$ cat src/rtl/weight_stream_seq_pkg.sv
// Shared types and constants for the weight ROM streaming sequencer.
package weight_stream_seq_pkg;

  // Width of the kernel pass counter; bounds the programmable pass count.
  localparam int PASS_W = 16;

  typedef enum logic [1:0] {
    ST_IDLE  = 2'd0,
    ST_RUN   = 2'd1,
    ST_DRAIN = 2'd2,
    ST_DONE  = 2'd3
  } state_t;

endpackage

$ cat src/rtl/weight_stream_seq_skid_fifo2.sv
// Two-entry register FIFO that absorbs the ROM read latency under back-pressure.
// The producer never pushes into a full FIFO unless it also pops that cycle.
module skid_fifo2 #(
  parameter int DATA_WIDTH = 8
) (
  input  logic                  clk,
  input  logic                  rst_n,
  input  logic                  push,
  input  logic [DATA_WIDTH-1:0] push_data,
  input  logic                  pop,
  output logic [1:0]            count,
  output logic [DATA_WIDTH-1:0] head
);

  logic [DATA_WIDTH-1:0] slot0;
  logic [DATA_WIDTH-1:0] slot1;

  // Slot 0 is always the head; a pop shifts slot 1 forward.
  // NOTE: the storage slots are reset because the head drives a module output
  // that must read 0 out of reset; larger RAM-style buffers would not be reset.
  always_ff @(posedge clk or negedge rst_n) begin
    if (!rst_n) begin
      slot0 <= '0;
      slot1 <= '0;
      count <= 2'd0;
    end else begin
      // NOTE: non-blocking assignments keep the shift (slot0 <= slot1) reading
      // the pre-edge value of slot1 regardless of statement order.
      unique case ({push, pop})
        2'b10: begin
          if (count == 2'd0) slot0 <= push_data;
          else               slot1 <= push_data;
          count <= count + 2'd1;
        end
        2'b01: begin
          slot0 <= slot1;
          count <= count - 2'd1;
        end
        2'b11: begin
          if (count == 2'd1) begin
            slot0 <= push_data;
          end else begin
            slot0 <= slot1;
            slot1 <= push_data;
          end
        end
        default: ;
      endcase
    end
  end

  assign head = slot0;

endmodule

$ cat src/rtl/weight_stream_seq.sv
// Streams one conv layer's coefficients from its synchronous weight ROM into
// the coefficient FIFO, repeating the kernel N_PASSES times (0 = forever).
module weight_stream_seq
  import weight_stream_seq_pkg::*;
#(
  parameter int MEM_SIZE   = 4,
  parameter int DATA_WIDTH = 8,
  parameter int N_PASSES   = 1,
  parameter int AW         = (MEM_SIZE > 1) ? $clog2(MEM_SIZE) : 1
) (
  input  logic                  ap_clk,
  input  logic                  ap_rst_n,
  input  logic                  ap_start,
  output logic                  ap_busy,
  output logic                  ap_done,
  output logic [AW-1:0]         weight_V_address0,
  output logic                  weight_V_ce0,
  input  logic [DATA_WIDTH-1:0] weight_V_q0,
  output logic [DATA_WIDTH-1:0] output_V_din,
  input  logic                  output_V_full_n,
  output logic                  output_V_write
);

  state_t              state;
  state_t              state_nxt;
  logic [AW-1:0]       addr;
  logic [PASS_W-1:0]   pass_cnt;
  logic                inflight;
  logic [1:0]          buf_count;
  logic [DATA_WIDTH-1:0] buf_head;
  logic                pop;
  logic [2:0]          occ;
  logic                ce;
  logic                addr_last;
  logic                last_issue;

  // Words held or in flight after this cycle's pop; a read may issue only if
  // its data is guaranteed a free slot when it returns.
  assign pop        = (buf_count != 2'd0) && output_V_full_n;
  assign occ        = {1'b0, buf_count} + {2'b00, inflight} - {2'b00, pop};
  assign ce         = (state == ST_RUN) && (occ < 3'd2);
  assign addr_last  = (addr == AW'(MEM_SIZE - 1));
  assign last_issue = ce && addr_last && (N_PASSES != 0) &&
                      (pass_cnt == PASS_W'(N_PASSES - 1));

  // State register.
  always_ff @(posedge ap_clk or negedge ap_rst_n) begin
    if (!ap_rst_n) state <= ST_IDLE;
    else           state <= state_nxt;
  end

  // Next-state logic: start is only honoured in IDLE.
  always_comb begin
    // NOTE: defaulting state_nxt before the case keeps this purely
    // combinational; a path that left it unassigned would infer a latch.
    state_nxt = state;
    unique case (state)
      ST_IDLE:  if (ap_start)    state_nxt = ST_RUN;
      ST_RUN:   if (last_issue)  state_nxt = ST_DRAIN;
      ST_DRAIN: if (occ == 3'd0) state_nxt = ST_DONE;
      ST_DONE:                   state_nxt = ST_IDLE;
      default:                   state_nxt = ST_IDLE;
    endcase
  end

  // Address and pass counters: cleared on start, advanced only by issued reads.
  always_ff @(posedge ap_clk or negedge ap_rst_n) begin
    if (!ap_rst_n) begin
      addr     <= '0;
      pass_cnt <= '0;
    end else if (state == ST_IDLE && ap_start) begin
      addr     <= '0;
      pass_cnt <= '0;
    end else if (ce) begin
      if (addr_last) begin
        addr     <= '0;
        pass_cnt <= pass_cnt + PASS_W'(1);
      end else begin
        addr <= addr + AW'(1);
      end
    end
  end

  // A read issued this cycle returns data on weight_V_q0 next cycle.
  always_ff @(posedge ap_clk or negedge ap_rst_n) begin
    if (!ap_rst_n) inflight <= 1'b0;
    else           inflight <= ce;
  end

  skid_fifo2 #(.DATA_WIDTH(DATA_WIDTH)) u_skid (
    .clk       (ap_clk),
    .rst_n     (ap_rst_n),
    .push      (inflight),
    .push_data (weight_V_q0),
    .pop       (pop),
    .count     (buf_count),
    .head      (buf_head)
  );

  assign weight_V_address0 = addr;
  assign weight_V_ce0      = ce;
  assign output_V_write    = pop;
  assign output_V_din      = buf_head;
  assign ap_busy           = (state != ST_IDLE);
  assign ap_done           = (state == ST_DONE);

endmodule
$ cat config.mk
export PLATFORM = sky130hd
export DESIGN_NAME = weight_stream_seq
export DESIGN_NICKNAME = d
export VERILOG_FILES = /design/src/rtl/weight_stream_seq_pkg.sv /design/src/rtl/weight_stream_seq_skid_fifo2.sv /design/src/rtl/weight_stream_seq.sv
export SDC_FILE = /design/constraint.sdc
export NUM_CORES = 1
export LEC_CHECK = 0
export ABC_AREA = 1
export CORE_AREA = 10 10 99 118
export CTS_CLUSTER_DIAMETER = 40
export CTS_CLUSTER_SIZE = 16
export DETAILED_ROUTE_END_ITERATION = 10
export DIE_AREA = 0 0 109 128
export HOLD_SLACK_MARGIN = 0.08
export PLACE_DENSITY_LB_ADDON = 0.2
export SKIP_CTS_REPAIR_TIMING = 1
export SLEW_MARGIN = 20
export SYNTH_ARGS = -nofsm -noshare
export SYNTH_HDL_FRONTEND = slang
export SYNTH_SLANG_ARGS = --single-unit
$ cat constraint.sdc
create_clock -name ap_clk -period 5.3 [get_ports ap_clk]
set_input_delay 0.795 -clock ap_clk [delete_from_list [all_inputs] [get_ports ap_clk]]
set_output_delay 0.795 -clock ap_clk [all_outputs]
set_load 0.1 [all_outputs]
After elaboration in Yosys (flattened, before gate mapping)
Cells that the tools add are included.

word-level totals
  bits in registers = 39
  input bits = 12
  output and inout port bits = 14
  logic and storage cells = 65

operators by class
  muxes and demuxes = 17
  $add $sub $neg = 6
  reduce and logical (&&, ||, !) cells = 20
  equal/unequal tests = 14
  order comparisons = 1

operator list
  kind                                                    count
  two-way mux 16 bit                                      3
  two-way mux 8 bit                                       4
  one-hot mux 8 bit (3 select lines)                      1
  adder 16 x 1 -> 16 bit (second input constant)          1
  zero test 16 bit                                        1
  one-hot mux 8 bit (2 select lines)                      1
  two-way mux 2 bit                                       6
  nonzero test 2 bit                                      6
  == test 2 bit (second input constant)                   5
  inequality test 2 bit (second input constant)           5
  one-hot mux 2 bit (4 select lines)                      1
  == test 2 x 1 -> 1 bit (second input constant)          3
  AND reduction 3 bit                                     2
  logical AND 1 bit                                       5
  adder 2 x 1 -> 2 bit (second input constant)            2
  zero test 2 bit                                         2
  one-hot mux 2 bit (2 select lines)                      1
  AND reduction 2 bit                                     2
  adder 2 x 1 -> 3 bit                                    1
  zero test 3 bit                                         1
  < comparator 3 x 2 -> 1 bit (second input constant)     1
  nonzero test 3 bit                                      1
  subtractor 3 x 1 -> 3 bit                               1
  inequality test 2 x 1 -> 1 bit (second input constant)  1
  subtractor 2 x 1 -> 2 bit (second input constant)       1

Logic depth before layout (Yosys ltp)
  depth after elaboration = 9
  depth in mapped cells = 18
  gate-level depth less buffers = 18

Modules after synthesis
Synthesis repeated with hierarchy kept, for this count alone.

second synthesis, totals
  cells, all modules = 325
  area, all modules = 2456.1 um^2

by module, submodules not included
  module             cells each  times used  area each (um^2)  sequential area each (um^2)
  weight_stream_seq  208         1           1510.2            525.5
  skid_fifo2         117         1           945.9             450.4

Worst setup path after synthesis
OpenSTA, ideal clock, no wires.

  path kind = in2out
  from = input port output_V_full_n
  to = output port weight_V_ce0
  setup slack = 2244 ps
  data required time = 4505 ps
  buffers on the path = 0
  stages on the path = 7
  arrival time = 2261 ps
  path through = nand2_4 xor2_1 ha_1 inv_1 fa_1 nand3_4 inv_2

on the way
  longest elaborated chain between the ends = 4

ends and longest elaborated chain
  element                      RTL line                 text
  from (decl)                  weight_stream_seq.sv:20  input logic output_V_full_n,
  logical AND 1 bit            weight_stream_seq.sv:39  assign pop = (buf_count != 2'd0) && output_V_full_n;
  subtractor 3 x 1 -> 3 bit    weight_stream_seq.sv:40  assign occ = {1'b0, buf_count} + {2'b00, inflight} - {2'b00, pop};
  < comparator 3 x 2 -> 1 bit  weight_stream_seq.sv:41  assign ce = (state == ST_RUN) && (occ < 3'd2);
  logical AND 1 bit            weight_stream_seq.sv:41
  to (decl)                    weight_stream_seq.sv:17  output logic weight_V_ce0,

Every way passes these cells.

Final worst setup path
Ends and elaborated chain as after synthesis.

==> flow_metrics.env <==
export IMPL_clk_path_buf_depth=2
export IMPL_startpoint_type="primary input"
export IMPL_max_slew_margin_pct=33.0
export IMPL_holdWs_ns=0.510
export IMPL_worst_pin_slew_ns=1.00
export IMPL_synthToLayoutAreaGrowth_pct=23.4
export IMPL_worstSkewPairLatency_ns=0.28
export IMPL_htree_levels=2
export IMPL_total_power_mw=1.66
export IMPL_cap_violations=0
export IMPL_place_port_buffers=25
export IMPL_diodes=0
export IMPL_instances_no_fill=429
export IMPL_dieWidth_um=109
export IMPL_place_inst=422
export IMPL_synth_cells=277
export IMPL_cts_root_buf="clkbuf_16"
export IMPL_fin_tns_setup_ns=0
export IMPL_synth_seq_cells=39
export IMPL_grt_pass1_vias=1931
export IMPL_synthArstFlopShare_pct=100
export IMPL_grt_max_degree=40
export IMPL_synth_warnings=0
export IMPL_dieArea_um2=14000
export IMPL_hpwl_um=4010
export IMPL_rsz0062_at_grt="no"
export IMPL_synth_distinct_cells=29
export IMPL_drive_above_1_share_pct=11.8
export IMPL_vias=1908
export IMPL_min_period_ns=3.64
export IMPL_syn_nets=301
export IMPL_fin_skew_ns=0.00807
export IMPL_cts_buffers=5
export IMPL_required_ns=4.51
export IMPL_synth_edf_count=0
export IMPL_setup_violations=0
export IMPL_fmax_mhz=275
export IMPL_synth_area_um2=2270
export IMPL_grt_first_pass_wirelength_um=9430
export IMPL_io_pins=26
export IMPL_rows=39
export IMPL_vias_per_cell=4.45
export IMPL_nets=330
export IMPL_dr_pass1_iters=5
export IMPL_wl_per_cell_um=13.0
export IMPL_avgSynthCellArea_um2=8.21
export IMPL_yosysSeqAreaShare_pct=42.9
export IMPL_grt_usage_pct=8.35
export IMPL_coreArea_um2=9420
export IMPL_path_clk_slew_ns=0.06
export IMPL_drv_slew=0
export IMPL_worst_ir_drop_vdd_mv=0.353
export IMPL_initial_core_util_pct=24.1
export IMPL_status="finished clean"
export IMPL_drc=0
export IMPL_worst_slack_ns=1.66
export IMPL_crit_fanout=6
export IMPL_place_gp_congestion=0.744
export IMPL_powerDensity_nw_per_um2=591
export IMPL_grt_ovfl_total=0
export IMPL_finalCritPeriodShare_pct=68.7
export IMPL_routed_wl_um=5560
export IMPL_leakagePower_nw=1.29
export IMPL_hold_viol=0
export IMPL_antenna_found_initial=0
export IMPL_antenna_left=0
export IMPL_dp_slack_ns=1.64
export IMPL_cts_tree="yes"
export IMPL_end_kind="output port"
export IMPL_hp_class="reg -> reg"
export IMPL_synth_main_ff_cell="dfrtp_1"
export IMPL_cp_arrival_ns=2.85
export IMPL_worstSetupPathType="in -> out"
export IMPL_cts_sinks=39
export IMPL_drt_initial_drc_count=59
export IMPL_die_h_um=128
[metal layers]
layer,wire length (um),part of all wire (%),vias to the layer above,track usage (%)
li1,-,-,974,-
met5,0,0,-,0
met3,318,5.7,6,2.87
met1,2570,46,893,10.2
met2,2600,47,35,13.5
met4,70,1.3,0,2.56
[power breakdown]
part | total (mW) | switching (mW) | internal, mW
logic | 0.864 | 0.625 | 0.239
registers | 0.452 | 0.0651 | 0.387
clock network | 0.342 | 0.122 | 0.219
total | 1.66 | 0.812 | 0.845
[state kept, by name, summed over array words and instances, names as in the netlist]
register	flops
weight_V_address0	2
inflight	1
state	2
u_skid.count	2
u_skid.slot1	8
pass_cnt	16
u_skid.head	8
[metrics by stage]
stage / util, % / cell area [um2]
after floorplan: - / 2270
after global placement: 28.1 / 2640
after detailed placement: 28.1 / 2640
after CTS: 29.8 / 2810
after global routing: 29.8 / 2810
final: 29.8 / 2810
[path summary, 6_finish.rpt]
kind	to	slack [ns]	cells after the start	startpoint
worst max-delay path	weight_V_ce0	1.66	12	output_V_full_n
min in group asynchronous	pass_cnt[12]$_DFFE_PN0P_	0.64	1	ap_rst_n
worst min register to register	u_skid.slot1[7]$_DFFE_PN0P_	0.51	1	u_skid.slot1[7]$_DFFE_PN0P_
worst max register to register	state[0]$_DFFE_PN0P_	2.49	18	u_skid.count[0]$_DFFE_PN0P_
worst min-delay path	u_skid.slot1[7]$_DFFE_PN0P_	0.51	1	u_skid.slot1[7]$_DFFE_PN0P_
max in group asynchronous	pass_cnt[11]$_DFFE_PN0P_	4.08	1	ap_rst_n
[worst max-delay path, cell delays in order]
cell and delay, ns:
clkdlybuf4s50_1 0.52, nand2_4 0.11, xor2_1 0.14, ha_1 0.16
inv_1 0.05, fa_1 0.37, inv_1 0.06, nand2_1 0.05
nand2_2 0.08, nand3_4 0.10, inv_2 0.11, buf_4 0.30
[cell usage after synthesis (5+ instances only)]
cell type / n / share of area, %
nor3_1: 5 / 1.1
nand2_1: 68 / 11
ha_1: 11 / 6.1
mux2_2: 8 / 4.0
a31oi_1: 8 / 2.2
dfrtp_1: 39 / 43
nand4_1: 12 / 3.3
inv_1: 27 / 4.5
o21ai_0: 6 / 1.3
nor2_1: 31 / 5.1
a21oi_1: 6 / 1.3
o21ai_1: 6 / 1.3
nand3_1: 23 / 5.1
[kinds of logic (layout without fill, tap and decap cells)]
group,Yosys count,in the layout,synth area share [%]
AO/OA/AOI/OAI,28,28,7.21
XOR/XNOR,2,2,0.771
adder cells (fa/ha/maj),12,12,6.93
buffers and inverters,34,63,6.33
flip-flops,39,39,42.9
multiplexers,8,8,3.96
AND/OR/NAND/NOR,154,154,31.9
[cell usage in the layout, fill, tap and decap left out, drive strengths merged, types with 2 or more instances in the layout]
master,synthesis,layout
ha,11,11
nand3,25,25
or2,2,2
nand2,74,74
mux2,8,8
a31oi,8,8
nand4,12,12
xor2,2,2
a21oi,6,6
nor2,33,33
clkdlybuf4s50,0,23
buf,3,2
clkbuf,0,5
o21ai,13,13
nor3,7,7
inv,31,31
dfrtp,39,39
[final cells by class]
cell class	instances	area [um2]
fillers	989	6610
multi-input cells	204	1150
flip-flops and latches	39	976
repair buffers	25	243
well taps	123	154
clock buffers	5	125
inverters	31	116
clock inverters	2	37.5
No activity file was read; power rests on OpenSTA's default activity.
